File: src/rtl/shifter_pkg.sv
// -----------------------------------------------------------------------------
// shifter_pkg
// Shared definitions for the pipelined shifter:
//   - MODE_* operation codes (3 bits; 101..111 are reserved)
//   - is_reserved_mode(): true for any code outside SLL/SRL/SRA/ROL/ROR
//   - stage_hdr_t: width-independent part of a stage payload (valid, mode,
//     running carry). The top wraps it with the width-dependent shift amount
//     and data fields to form the full per-stage register.
// -----------------------------------------------------------------------------
package shifter_pkg;

  localparam logic [2:0] MODE_SLL = 3'b000;
  localparam logic [2:0] MODE_SRL = 3'b001;
  localparam logic [2:0] MODE_SRA = 3'b010;
  localparam logic [2:0] MODE_ROL = 3'b011;
  localparam logic [2:0] MODE_ROR = 3'b100;

  typedef struct packed {
    logic       valid;
    logic [2:0] mode;
    logic       carry;
  } stage_hdr_t;

  function automatic logic is_reserved_mode(input logic [2:0] mode);
    return (mode > MODE_ROR);
  endfunction

endpackage

File: src/rtl/shift_level.sv
// -----------------------------------------------------------------------------
// shift_level
// One combinational mux level of the shifter network. When en is set, the
// data is shifted or rotated by 2^K positions according to mode, and the last
// bit moved out of the word (or around it, for rotates) becomes the carry.
// When en is clear, or the mode is reserved, data and carry pass through.
//
// Ports:
//   data_in   [WIDTH-1:0]  operand entering this level
//   carry_in               running carry from earlier levels
//   mode      [2:0]        operation code (shifter_pkg::MODE_*)
//   en                     shift-amount bit K
//   data_out  [WIDTH-1:0]  operand leaving this level
//   carry_out              updated running carry
// -----------------------------------------------------------------------------
module shift_level
  import shifter_pkg::*;
#(
  parameter int WIDTH = 32,
  parameter int K     = 0
) (
  input  logic [WIDTH-1:0] data_in,
  input  logic             carry_in,
  input  logic [2:0]       mode,
  input  logic             en,
  output logic [WIDTH-1:0] data_out,
  output logic             carry_out
);

  localparam int N = 1 << K;

  // Carry is the last bit moved out of the current word at this level. Because
  // levels are applied LSB first, the last enabled level decides the final
  // carry, which lands on the required original bit position.
  always_comb begin
    data_out  = data_in;
    carry_out = carry_in;
    if (en) begin
      case (mode)
        MODE_SLL: begin
          data_out  = data_in << N;
          carry_out = data_in[WIDTH-N];
        end
        MODE_SRL: begin
          data_out  = data_in >> N;
          carry_out = data_in[N-1];
        end
        MODE_SRA: begin
          data_out  = $signed(data_in) >>> N;
          carry_out = data_in[N-1];
        end
        MODE_ROL: begin
          data_out  = (data_in << N) | (data_in >> (WIDTH - N));
          carry_out = data_in[WIDTH-N];
        end
        MODE_ROR: begin
          data_out  = (data_in >> N) | (data_in << (WIDTH - N));
          carry_out = data_in[N-1];
        end
        default: begin
          data_out  = data_in;
          carry_out = carry_in;
        end
      endcase
    end
  end

endmodule

File: src/rtl/pipelined_shifter.sv
// -----------------------------------------------------------------------------
// pipelined_shifter
// Pipelined logical/arithmetic shifter and rotator with carry-out and zero
// flags. SHAMT_W mux levels are spread over STAGES register stages, the
// earliest stages taking ceil(SHAMT_W/STAGES) levels each; a stage left
// without levels is a plain register.
//
// Handshake: a transfer happens on a rising edge where valid && ready are both
// high. in_ready = adv = !out_valid || out_ready; while adv is high every
// stage loads from its predecessor (bubbles included, never collapsed), and
// while it is low every stage holds, so out_* stay stable under back-pressure.
// Latency is STAGES cycles, throughput one result per cycle.
//
// Ports:
//   clk, rst (async, active-high)
//   in_valid / in_ready, in_data [WIDTH-1:0], in_shamt [SHAMT_W-1:0],
//   in_mode [2:0]
//   out_valid / out_ready, out_data [WIDTH-1:0], out_carry, out_zero, out_err
// -----------------------------------------------------------------------------
module pipelined_shifter
  import shifter_pkg::*;
#(
  parameter int WIDTH   = 32,
  parameter int SHAMT_W = $clog2(WIDTH),
  parameter int STAGES  = 2
) (
  input  logic               clk,
  input  logic               rst,
  input  logic               in_valid,
  output logic               in_ready,
  input  logic [WIDTH-1:0]   in_data,
  input  logic [SHAMT_W-1:0] in_shamt,
  input  logic [2:0]         in_mode,
  output logic               out_valid,
  input  logic               out_ready,
  output logic [WIDTH-1:0]   out_data,
  output logic               out_carry,
  output logic               out_zero,
  output logic               out_err
);

  localparam int LPS    = (SHAMT_W + STAGES - 1) / STAGES;  // levels per stage
  localparam int LAST_S = STAGES - 1;

  // Full shift amount travels along; each stage only reads its own bits.
  typedef struct packed {
    stage_hdr_t         hdr;
    logic [SHAMT_W-1:0] shamt;
    logic [WIDTH-1:0]   data;
  } stage_t;

  stage_t stg_in  [STAGES];  // combinational input of stage s
  stage_t stg_out [STAGES];  // combinational result of stage s's levels
  stage_t stg_q   [STAGES];  // register at the end of stage s

  logic adv;
  logic last_zero;
  logic last_err;
  logic zero_q;
  logic err_q;

  assign adv      = !stg_q[LAST_S].hdr.valid || out_ready;
  assign in_ready = adv;

  // Mux levels: the first level of each stage reads that stage's input, the
  // others chain from the previous level.
  for (genvar k = 0; k < SHAMT_W; k++) begin : g_lvl
    localparam int S = k / LPS;
    logic [WIDTH-1:0] d_in;
    logic [WIDTH-1:0] d_out;
    logic             c_in;
    logic             c_out;

    if (k % LPS == 0) begin : g_head
      assign d_in = stg_in[S].data;
      assign c_in = stg_in[S].hdr.carry;
    end else begin : g_chain
      assign d_in = g_lvl[k-1].d_out;
      assign c_in = g_lvl[k-1].c_out;
    end

    shift_level #(
      .WIDTH (WIDTH),
      .K     (k)
    ) u_level (
      .data_in   (d_in),
      .carry_in  (c_in),
      .mode      (stg_in[S].hdr.mode),
      .en        (stg_in[S].shamt[k]),
      .data_out  (d_out),
      .carry_out (c_out)
    );
  end

  for (genvar s = 0; s < STAGES; s++) begin : g_stage
    localparam int FIRST = s * LPS;
    localparam int LAST  = ((s + 1) * LPS < SHAMT_W) ? (s + 1) * LPS - 1 : SHAMT_W - 1;

    if (s == 0) begin : g_src_in
      assign stg_in[s] = '{hdr:   '{valid: in_valid, mode: in_mode, carry: 1'b0},
                           shamt: in_shamt,
                           data:  in_data};
    end else begin : g_src_reg
      assign stg_in[s] = stg_q[s-1];
    end

    if (FIRST < SHAMT_W) begin : g_levels
      assign stg_out[s] = '{hdr:   '{valid: stg_in[s].hdr.valid,
                                     mode:  stg_in[s].hdr.mode,
                                     carry: g_lvl[LAST].c_out},
                            shamt: stg_in[s].shamt,
                            data:  g_lvl[LAST].d_out};
    end else begin : g_pass
      assign stg_out[s] = stg_in[s];
    end
  end

  // Flags are derived from the final-stage result and registered with it.
  assign last_zero = (stg_out[LAST_S].data == '0);
  assign last_err  = is_reserved_mode(stg_out[LAST_S].hdr.mode);

  // Payload is loaded only with a valid operation so that bubbles leave the
  // previous result (and its flags) untouched on the outputs.
  always_ff @(posedge clk or posedge rst) begin
    if (rst) begin
      for (int s = 0; s < STAGES; s++) begin
        stg_q[s] <= '0;
      end
      zero_q <= 1'b0;
      err_q  <= 1'b0;
    end else if (adv) begin
      for (int s = 0; s < STAGES; s++) begin
        if (stg_out[s].hdr.valid) begin
          stg_q[s] <= stg_out[s];
        end else begin
          stg_q[s].hdr.valid <= 1'b0;
        end
      end
      if (stg_out[LAST_S].hdr.valid) begin
        zero_q <= last_zero;
        err_q  <= last_err;
      end
    end
  end

  assign out_valid = stg_q[LAST_S].hdr.valid;
  assign out_data  = stg_q[LAST_S].data;
  assign out_carry = stg_q[LAST_S].hdr.carry;
  assign out_zero  = zero_q;
  assign out_err   = err_q;

  // Mode and shift amount are fully consumed before the output register.
  logic unused_last;
  assign unused_last = ^{stg_q[LAST_S].hdr.mode, stg_q[LAST_S].shamt};

endmodule

File: config.mk
export PLATFORM = sky130hd
export DESIGN_NAME = pipelined_shifter
export DESIGN_NICKNAME = d
export VERILOG_FILES = /design/src/rtl/shifter_pkg.sv /design/src/rtl/shift_level.sv /design/src/rtl/pipelined_shifter.sv
export SDC_FILE = /design/constraint.sdc
export NUM_CORES = 1
export LEC_CHECK = 0
export BUFFER_PORTS_ARGS = -buffer_cell sky130_fd_sc_hd__buf_2
export CAP_MARGIN = 20
export CORE_MARGIN = 5
export CORE_UTILIZATION = 55
export DETAILED_ROUTE_END_ITERATION = 8
export PLACE_DENSITY = 0.82
export SYNTH_ARGS = -nofsm -noshare
export SYNTH_HDL_FRONTEND = slang
export SYNTH_HIERARCHICAL = 1
export SYNTH_SLANG_ARGS = --single-unit
File: constraint.sdc
create_clock -name clk -period 3.61 [get_ports clk]
set_input_delay 0.361 -clock clk [delete_from_list [all_inputs] [get_ports clk]]
set_output_delay 0.361 -clock clk [all_outputs]
set_load 0.005 [all_outputs]
Word level (Yosys, flattened, before mapping) --
Index checks and enable logic that the tools add are counted.
Word-level totals: register bits 78, output and inout bits 37, input port bits 44
Cells by class: magnitude comparators 1, eq/ne operators 8, muxes and demuxes 22, reduce and logical (&&, ||, !) cells 12, bitwise logic cells 9
Operators by type and width (number):
- $pmux W32 S5 | 4
- $mux W32 | 5
- $pmux W32 S4 | 1
- $logic_not A32 Y1 | 1
- $or A24 B32 Y32 | 1
- $or A28 B32 Y32 | 1
- $or A30 B32 Y32 | 1
- $or A31 B32 Y32 | 1
- $or A32 B1 Y32 | 1
- $or A32 B16 Y32 | 1
- $or A32 B2 Y32 | 1
- $or A32 B4 Y32 | 1
- $or A32 B8 Y32 | 1
- $eq A3 B2 Y1 const B | 4
- $pmux W1 S2 | 5
- $mux W1 | 7
- $eq A3 B1 Y1 const B | 2
- $eq A3 B3 Y1 const B | 2
- $logic_not A3 Y1 | 2
- $reduce_or A2 Y1 | 3
- $reduce_or A3 Y1 | 2
- $reduce_and A2 Y1 | 2
- $gt A3 B3 Y1 const B | 1
- $logic_not A1 Y1 | 1
- $logic_or A1 B1 Y1 | 1

Depth between registers and ports, before layout --
Gate-level depths: netlist of the first run.
word-level depth 9, gate-level depth with buffers 12, mapped depth without buffers 10

Hierarchy --
Netlist of the first run, hierarchy kept.
By module, submodules not included:
- pipelined_shifter | instances 1, cells each 177, seq. area each 1876.8 µm², area an instance 2921.6 µm²
- shift_level at g_lvl[2].u_level | instances 1, cells each 171, seq. area each 0.0 µm², area an instance 1206.2 µm²
- shift_level at g_lvl[0].u_level | instances 1, cells each 179, seq. area each 0.0 µm², area an instance 1124.8 µm²
- shift_level at g_lvl[1].u_level | instances 1, cells each 175, seq. area each 0.0 µm², area an instance 1098.6 µm²
- shift_level at g_lvl[3].u_level | instances 1, cells each 168, seq. area each 0.0 µm², area an instance 1051.0 µm²
- shift_level at g_lvl[4].u_level | instances 1, cells each 93, seq. area each 0.0 µm², area an instance 797.0 µm²

Worst setup path after synthesis of the first run --
Ideal clock, no wire load.
path kind register -> register, start point register stg_q, in the netlist stg_in[39], end point register zero_q, in the netlist out_zero, library setup time 95 ps, buffers on the path 2, path slack 830 ps, required time 3515 ps, data arrival time 2684 ps, stages on the path, launching flop included 11, cell sequence dfrtp_1 -> buf_4 -> o22ai_1 -> a31oi_1 -> nor2b_1 -> o2bb2ai_1 -> buf_2 -> a2bb2oi_1 -> nor4_1 -> nand4_1 -> o31ai_1
RTL lines:
- start: declaration | RTL line pipelined_shifter.sv:54 | stage_t stg_q [STAGES];
- start signal: indexed assignment | RTL line pipelined_shifter.sv:134 | stg_q[s] <= stg_out[s];
- $eq A3 B3 Y1, or another cell as far along | RTL line shift_level.sv:39 | case (mode)
- $pmux W32 S5 * | RTL line shift_level.sv:39
- $mux W32 * | RTL line shift_level.sv:38 | if (en) begin
- net g_lvl[3].d_out[31] | RTL line pipelined_shifter.sv:70 | logic [WIDTH-1:0] d_out;
- $pmux W32 S4 * | RTL line shift_level.sv:39
- $mux W32 * | RTL line shift_level.sv:38
- net g_lvl[4].d_out[25] | RTL line pipelined_shifter.sv:70
- $logic_not A32 Y1 * | RTL line pipelined_shifter.sv:119 | assign last_zero = (stg_out[LAST_S].data == '0);
- end signal: assignment | RTL line pipelined_shifter.sv:140 | zero_q <= last_zero;
- end: declaration | RTL line pipelined_shifter.sv:59 | logic zero_q;
The timed path passes the listed nets; every way through them passes the cells marked *. A chain may end at the register's enable or synchronous reset.

Worst setup path after layout of the first run --
start point register stg_q, in the netlist stg_in[38], end point register zero_q, in the netlist out_zero
Same word-level chain as after synthesis.

==> results of run 1 <==
-- power by group through the flow --
stage                     Sequential, W  Clock, W  Combinational (W)
after floorplan                 0.00137         0            0.00182
after global placement          0.00141         0            0.00240
after detailed placement        0.00143         0            0.00245
after CTS                       0.00142  0.000989            0.00248
after global routing            0.00147   0.00103            0.00271
final                           0.00143  0.000982            0.00252
-- cell type report --
type | count | share of cell area, %
clock buffer | 11 | 2.73
tap | 184 | 2.59
sequential | 75 | 21.1
multi-input combinational | 757 | 64.0
clock inverter | 5 | 0.958
timing repair buffer | 121 | 8.28
inverter | 8 | 0.338
-- cells in the mapped netlist, types with 9 or more instances --
cell	n
mux2_4	24
and2b_1	11
o21ai_0	25
nor2b_1	13
a21oi_1	126
o211ai_1	113
a31oi_1	105
nand3b_1	59
a22oi_1	12
a31oi_2	18
nand2_1	16
buf_2	48
nand3_1	43
dfrtp_1	75
buf_4	14
mux2_2	73
clkbuf_1	49
buf_6	9
a2bb2oi_1	15
-- registers in the layout (all words and copies together) (netlist names) --
| signal | cells |
|---|---|
| g_lvl.c_in | 1 |
| g_lvl.d_in | 32 |
| out_carry | 1 |
| out_data | 32 |
| out_err | 1 |
| out_valid | 1 |
| out_zero | 1 |
| stg_in | 6 |
-- cells in the final DEF (no fill, tap or decap), types with 25 or more instances in the layout --
cell	count
a31oi_1	105
mux2_2	73
o211ai_1	113
buf_2	79
buf_4	40
dfrtp_1	75
o21ai_0	25
nand3_1	43
nand3b_1	59
a21oi_1	126
-- per-layer routing --
layer | global-route usage, % | wire, um
met1 | 36.2 | 9970
met2 | 43.1 | 11600
met3 | 3.17 | 1860
met4 | 9.89 | 870
met5 | 0 | 0
-- through the flow --
| step | utilization, % | hold slack [ps] | std cells | cell area, um2 |
|---|---|---|---|---|
| after floorplan | - | 477 | 964 | 8200 |
| after global placement | 58.7 | 482 | 1145 | 8560 |
| after detailed placement | 58.7 | 488 | 1145 | 8560 |
| after CTS | 60.9 | 253 | 1161 | 8880 |
| after global routing | 60.9 | 277 | 1161 | 8880 |
| final | 60.9 | 235 | 1161 | 8880 |
-- kinds of logic (layout without fill, tap and decap cells) --
kind of cell / Yosys count / count (layout) / share of synthesized area (%)
other cells: 1 / 2 / 0.0457
compound gates: 450 / 450 / 36.7
flops: 75 / 75 / 22.9
xor+xnor: 10 / 10 / 1.80
mux: 105 / 105 / 15.4
simple gates: 190 / 190 / 14.9
buf+inv: 132 / 145 / 8.24
-- how the worst min path moves through the flow --
stage                            start           end  slack, ps  cells after the start
after global routing       in_shamt[3]    stg_in[35]        280                      2
final                              rst   out_data[4]        240                      2
after floorplan             stg_in[36]    stg_in[36]        480                      1
after detailed placement  out_data[14]  out_data[14]        490                      1
after global placement     out_data[6]   out_data[6]        480                      1
after CTS                  in_shamt[4]    stg_in[36]        250                      2
-- worst max-delay path, cell delays in order (launching register included) --
cell and delay (ps):
dfrtp_1 720, nor2_1 310, a22oi_1 240, a31oi_1 170, nor2b_1 190, o2bb2ai_1 140, buf_4 240, a2bb2oi_1 170
nor4_1 400, nand4_1 210, o31ai_1 290
==> flow_summary.ini, run 1 <==
[layout]
nets = 1016
multi_input_area_um2 = 5680
drive_gt1_share_pct = 28.2
diodes = 0
syn2layout_area_growth_pct = 8.36
regArea_um2 = 1880
fillCellCount = 1222

[timing]
max_slew_margin_pct = 29.2
setup_viol = 0
fin_setup_tns_ps = 0
period_share_pct = 88.3
finalWorstSetupSlack_ps = 424
finalHoldViolCount = 0
min_period_ps = 3190
drv_slew = 0
rsz0062_at_grt = no
skew_ps = 6.42
fmax_mhz = 314
worst_pin_slew_ps = 1060

[run_status]
status = complete, no violations

[setup_path]
crit_start = stg_in[38]
reg2reg_slack_ps = 420
critPathKind = reg2reg
cp-start-kind = flop
cp_max_fo = 15
required_ps = 3830
rr_endpoint = out_zero
cp-end-kind = flop
crit_arrival_ps = 3410
setup.worst_path.end = out_zero
r2r_start = stg_in[38]
worstRegToRegCells = 10

[drt]
vias = 8318
wl_per_cell_um = 20.9
dr.pass1.iters = 6
drcViolationCount = 0
postRouteAntennaNets = 0
postRouteWirelength_mm = 24.3
drt-vias-per-instance = 7.16
drt-initial-drc-count = 1316

[clock_network]
cts_inserted_buffers = 9
clk_pin_slew_ps = 60
post_cts_resized = 0
insertion_delay_ps = 340
htreeDepth = 3
clockRootBuffer = clkbuf_16
postCtsSetupRepairBufs = 0
clk_path_buf_depth = 2
cts_tree = built
clock_sinks = 75
ctsHoldBuffers = 0

[yosys]
syn_area_um2 = 8200
synth_edf_count = 0
synth_area_leader_cell = dfrtp_1
syn_inst = 963
yosysUniqueCellTypes = 65
yosys-top-cells-area = dfrtp_1 (23%), o211ai_1 (10%), mux2_2 (10%)
ys.flop_type = dfrtp_1
ys_seq_area_share_pct = 22.9
syn_area_per_cell_um2 = 8.51
yosysWarnings = 6
synthArstFlopShare_pct = 100
yosysTopAreaCellShare_pct = 22.9
synth_seq_cells = 75

[global_route]
overflow = 0
grt_pass1_vias = 7402
antenna_found_initial = 0
grt_pass1_wl_mm = 39.6
grt_usage_pct = 26.5
grt_max_degree = 51

[die]
rows = 44
pin_count = 81
initial_core_util_pct = 56.2
die_w_um = 132
dieHeight_um = 132
die-area_um2 = 17400
core-area_um2 = 14600

[placement]
pre_cts_ws_ps = 490
place_congestion = 0.892
dp_hpwl_mm = 16.7
io_buffers = 80

[power_and_ir_drop]
p_comb_share_pct = 51.0
p_per_area_nw_per_um2 = 555
max-vdd-ir-drop_v = 0.000265
power_leakage_nw = 3.18
seqPwrFrac_pct = 29.0
p_sw_share_pct = 40.2
power_frac_clock_pct = 19.9
p_int_w = 0.00295
p_total_w = 0.00493
p_switching_w = 0.00198

[run]
drv_cap = 0

[min_path]
hp-class = in2async
(Power assumes the default switching activity.)
==> run 2, diff against run 1 <==
--- a/config.mk
+++ b/config.mk
@@ -11,6 +11,7 @@
 export CORE_UTILIZATION = 55
 export DETAILED_ROUTE_END_ITERATION = 8
 export PLACE_DENSITY = 0.82
+export RECOVER_POWER = 100
 export SYNTH_ARGS = -nofsm -noshare
 export SYNTH_HDL_FRONTEND = slang
 export SYNTH_HIERARCHICAL = 1
==> run 2 against run 1 <==
Net effect: first-iteration DRC count down 9.3%; non-clock buffer count stayed put; the run now ends with max-capacitance violations, max-slew violations left; global-route usage is the same; register-to-register slack got worse by 30 ps; largest cell class unchanged; worst setup slack got worse by 170 ps; power is 2.3% lower; via count hardly changed; flip-flop and latch count stayed put; cell area is 1.6% lower; wire length increased by 0.12%; fmax shrank 5.1%; clock power hardly changed.
==> flow_summary.ini, run 2 (synthesis results as in run 1) <==
[run_status]
status = finished with violations
violations = max-capacitance violations, max-slew violations

[power_and_ir_drop]
power_leakage_nw = 3.04
p_per_area_nw_per_um2 = 551
max-vdd-ir-drop_v = 0.000257

[placement]
io_buffers = 80
dp_hpwl_mm = 16.7
place_congestion = 0.892
pre_cts_ws_ps = 490

[drt]
drcViolationCount = 0
drt-initial-drc-count = 1193
postRouteAntennaNets = 0
postRouteWirelength_mm = 24.3
drt-vias-per-instance = 7.17
vias = 8319
wl_per_cell_um = 20.9
dr.pass1.iters = 6

[clock_network]
htreeDepth = 3
cts_tree = built
post_cts_resized = 0
clk_path_buf_depth = 2
insertion_delay_ps = 330
clock_sinks = 75
ctsHoldBuffers = 0
clk_pin_slew_ps = 60
postCtsSetupRepairBufs = 0
clockRootBuffer = clkbuf_16
cts_inserted_buffers = 9

[timing]
finalWorstSetupSlack_ps = 253
worst_pin_slew_ps = 1730
max_slew_margin_pct = -15.8
period_share_pct = 93.0
fin_setup_tns_ps = 0
fmax_mhz = 298
min_period_ps = 3360
drv_slew = 86
setup_viol = 0
rsz0062_at_grt = no
finalHoldViolCount = 0
skew_ps = 6.23

[setup_path]
crit_start = in_mode[0]
required_ps = 3880
path_delay_family = compound AO/OA/AOI/OAI gates
cp_max_fo = 19
r2r_start = stg_in[38]
critPathKind = in2reg
cp-end-kind = flop
reg2reg_slack_ps = 390
crit_arrival_ps = 3630
crit_buf_inv = 2
worstRegToRegCells = 9
max_stage_delay_ps = 740
rr_endpoint = out_zero
cp_cell_sequence = clkbuf_1, xor2_1, buf_4, o211ai_1, a31oi_1, o211ai_1, a31oi_1, nand3_1, a31oi_2, mux2_2
worst-path-stages = 10
cp-start-kind = input port
slowest_stage = clkbuf_1

[layout]
fillCellCount = 1270
drive_gt1_share_pct = 23.3
syn2layout_area_growth_pct = 6.64
diodes = 0
layout_common_cells = a21oi_1 (126), o211ai_1 (114), a31oi_1 (108)
final_common_cell = a21oi_1
nets = 1016

[die]
rows = 44
initial_core_util_pct = 56.2
pin_count = 81
core-area_um2 = 14600
die_w_um = 132
dieHeight_um = 132
die-area_um2 = 17400

[global_route]
grt_pass1_wl_mm = 39.6
overflow = 0
grt_usage_pct = 26.5
grt_max_degree = 51
antenna_found_initial = 0
grt_pass1_vias = 7402

[run]
drv_cap = 2

[min_path]
hp-class = in2reg
whs_path_depth = 2
hold_end = stg_in[36]
holdCritStartpoint = in_shamt[4]
## run 2: power breakdown
part	switching [W]	internal (W)	total [W]
clock	0.000352	0.000628	0.000980
sequential	0.000281	0.00115	0.00143
combinational	0.00134	0.00107	0.00240
total	0.00197	0.00285	0.00482
## run 2: layout make-up
type	count	area [um2]	area share (%)
timing repair buffer	121	708	8.10
multi-input combinational	757	5570	63.7
sequential	75	1880	21.5
inverter	8	30.0	0.343
clock inverter	5	85.1	0.973
clock buffer	11	243	2.78
tap	184	230	2.63
## run 2: worst max-delay path by stage
stage / slack [ps] / end
2_1_floorplan: 830 / out_zero
3_3_place_gp: 580 / g_lvl[3].d_in[31]
3_5_place_dp: 490 / g_lvl[3].c_in
4_1_cts: 450 / out_zero
5_1_grt: 110 / g_lvl[3].d_in[28]
6_report: 250 / g_lvl[3].d_in[14]
## run 2: routing by layer
| layer | vias to the layer above | wire length [um] | track usage, % |
|---|---|---|---|
| met1 | 3979 | 9960 | 36.2 |
| met2 | 464 | 11600 | 43.1 |
| li1 | 3806 | - | - |
| met3 | 70 | 1840 | 3.17 |
| met4 | 0 | 884 | 9.89 |
| met5 | - | 0 | 0 |
## run 2: stage by stage
stage / total power [W] / hold slack, ps / instance area, um2 / std cells / util (%)
CTS: 0.00489 / 253 / 8880 / 1161 / 60.9
global placement: 0.00382 / 482 / 8560 / 1145 / 58.7
finish: 0.00482 / 261 / 8740 / 1161 / 59.9
global route: 0.00511 / 277 / 8740 / 1161 / 59.9
detailed placement: 0.00389 / 488 / 8560 / 1145 / 58.7
floorplan: 0.00319 / 477 / 8200 / 964 / -
==> run 3, diff against run 2 <==
--- a/config.mk
+++ b/config.mk
@@ -10,7 +10,7 @@
 export CORE_MARGIN = 5
 export CORE_UTILIZATION = 55
 export DETAILED_ROUTE_END_ITERATION = 8
-export PLACE_DENSITY = 0.82
+export PLACE_DENSITY = 0.72
 export RECOVER_POWER = 100
 export SYNTH_ARGS = -nofsm -noshare
 export SYNTH_HDL_FRONTEND = slang
==> run 3 against run 2 <==
Net effect: the run still ends with max-capacitance violations, max-slew violations left; non-clock buffer count is 1 lower; cell area hardly changed; critical path depth stayed put; power is 0.50% higher; utilization hardly changed; final cell count hardly changed; count of clock-buffer cells in the layout is 1 lower; sequential share of layout area hardly changed; worst hold slack worse by 11 ps; global-route usage hardly changed; flip-flop and latch count stayed put; clock power hardly changed; critical path type is now reg2reg; critical endpoint is now out_zero; largest cell class unchanged; largest power group unchanged; highest routed layer unchanged.
==> flow_summary.ini, run 3 (synthesis results as in run 1) <==
[placement]
place_congestion = 0.919
dp_hpwl_mm = 17.1
io_buffers = 80

[global_route]
grt_usage_pct = 26.5
grt_pass1_vias = 7168
grt_max_degree = 71
overflow = 0
antenna_found_initial = 0
grt_pass1_wl_mm = 39.0

[layout]
utilization_pct = 59.9
layout_common_cells = a21oi_1 (126), o211ai_1 (113), a31oi_1 (109)
drive_gt1_share_pct = 23.9
final_common_cell = a21oi_1
diodes = 0
syn2layout_area_growth_pct = 6.59
nets = 1015

[setup_path]
critPathKind = reg2reg
r2r_start = stg_in[40]
rr_endpoint = out_zero
cp_max_fo = 15
crit_arrival_ps = 3390
reg2reg_slack_ps = 460
cp-start-kind = flop
cp_cell_sequence = mux2_2, a22oi_1, a31oi_1, nor2b_1, o2bb2ai_1, buf_4, a2bb2oi_1, nor4_1, nand4_1, o31ai_1
worstRegToRegCells = 10
slowest_stage = dfrtp_1
crit_start = stg_in[40]
max_stage_delay_ps = 720
setup.worst_path.end = out_zero
required_ps = 3850
cp-end-kind = flop

[timing]
fin_setup_tns_ps = 0
setup_viol = 0
rsz0062_at_grt = no
drv_slew = 40
holdWs_ps = 251
worst_pin_slew_ps = 1660
period_share_pct = 87.2
min_period_ps = 3150
max_slew_margin_pct = -10.7
skew_ps = 6.94
finalHoldViolCount = 0
fmax_mhz = 318

[die]
core-area_um2 = 14600
die_w_um = 132
dieHeight_um = 132
rows = 44
die-area_um2 = 17400
initial_core_util_pct = 56.2
pin_count = 81

[clock_network]
htreeDepth = 3
clk_path_buf_depth = 2
clk_pin_slew_ps = 60
clock_sinks = 75
clockRootBuffer = clkbuf_16
postCtsSetupRepairBufs = 0
post_cts_resized = 0
insertion_delay_ps = 340
ctsHoldBuffers = 0
cts_tree = built
cts_inserted_buffers = 9

[power_and_ir_drop]
p_per_area_nw_per_um2 = 554
p_total_w = 0.00484
max-vdd-ir-drop_v = 0.000279
power_leakage_nw = 3.05

[drt]
drt-initial-drc-count = 1122
postRouteAntennaNets = 0
drcViolationCount = 0
dr.pass1.iters = 6
vias = 8199
drt-vias-per-instance = 7.07
wl_per_cell_um = 21.0
postRouteWirelength_mm = 24.4

[run]
drv_cap = 1

[min_path]
holdCritStartpoint = in_shamt[3]
hp-class = in2reg

[run_status]
status = finished with violations
violations = max-capacitance violations, max-slew violations
run 3: worst min-delay path by stage:
stage / slack, ps / cells past startpoint / endpoint
after floorplan: 480 / 1 / stg_in[36]
after global placement: 480 / 1 / out_data[2]
after detailed placement: 490 / 2 / stg_in[35]
after CTS: 120 / 2 / stg_in[35]
after global routing: 240 / 2 / stg_in[35]
final: 250 / 2 / stg_in[35]
run 3: per-layer routing:
metal	track usage, %	vias up	wire, um
li1	-	3805	-
met1	38.9	3914	10700
met2	39.5	442	11100
met3	3.85	38	2000
met4	9.31	0	585
met5	0	-	0
run 3: power breakdown:
| part | total, W | switching [W] | internal [W] |
|---|---|---|---|
| sequential | 0.00143 | 0.000278 | 0.00115 |
| clock | 0.00101 | 0.000380 | 0.000633 |
| combinational | 0.00240 | 0.00134 | 0.00106 |
run 3: per-stage QoR:
step           std cells  worst slack (ps)  instance area (um2)
5_1_grt             1160               332                 8740
6_report            1160               463                 8740
4_1_cts             1160               488                 8880
2_1_floorplan        964               830                 8200
3_3_place_gp        1144               491                 8540
3_5_place_dp        1144               503                 8540
run 3: layout make-up:
| class | count | area [um2] |
|---|---|---|
| Fill cell | 1341 | 5850 |
| Multi-Input combinational cell | 757 | 5580 |
| Sequential cell | 75 | 1880 |
| Timing Repair Buffer | 120 | 691 |
| Clock buffer | 10 | 239 |
| Tap cell | 184 | 230 |
| Clock inverter | 6 | 96.3 |
| Inverter | 8 | 30.0 |
run 3: worst max-delay path, delay by kind of cell, from the launching register on:
family,cells,cell delay [ps]
compound gates,5,870
simple gates,3,810
mux,1,400
buf+inv,1,230
flops,1,720
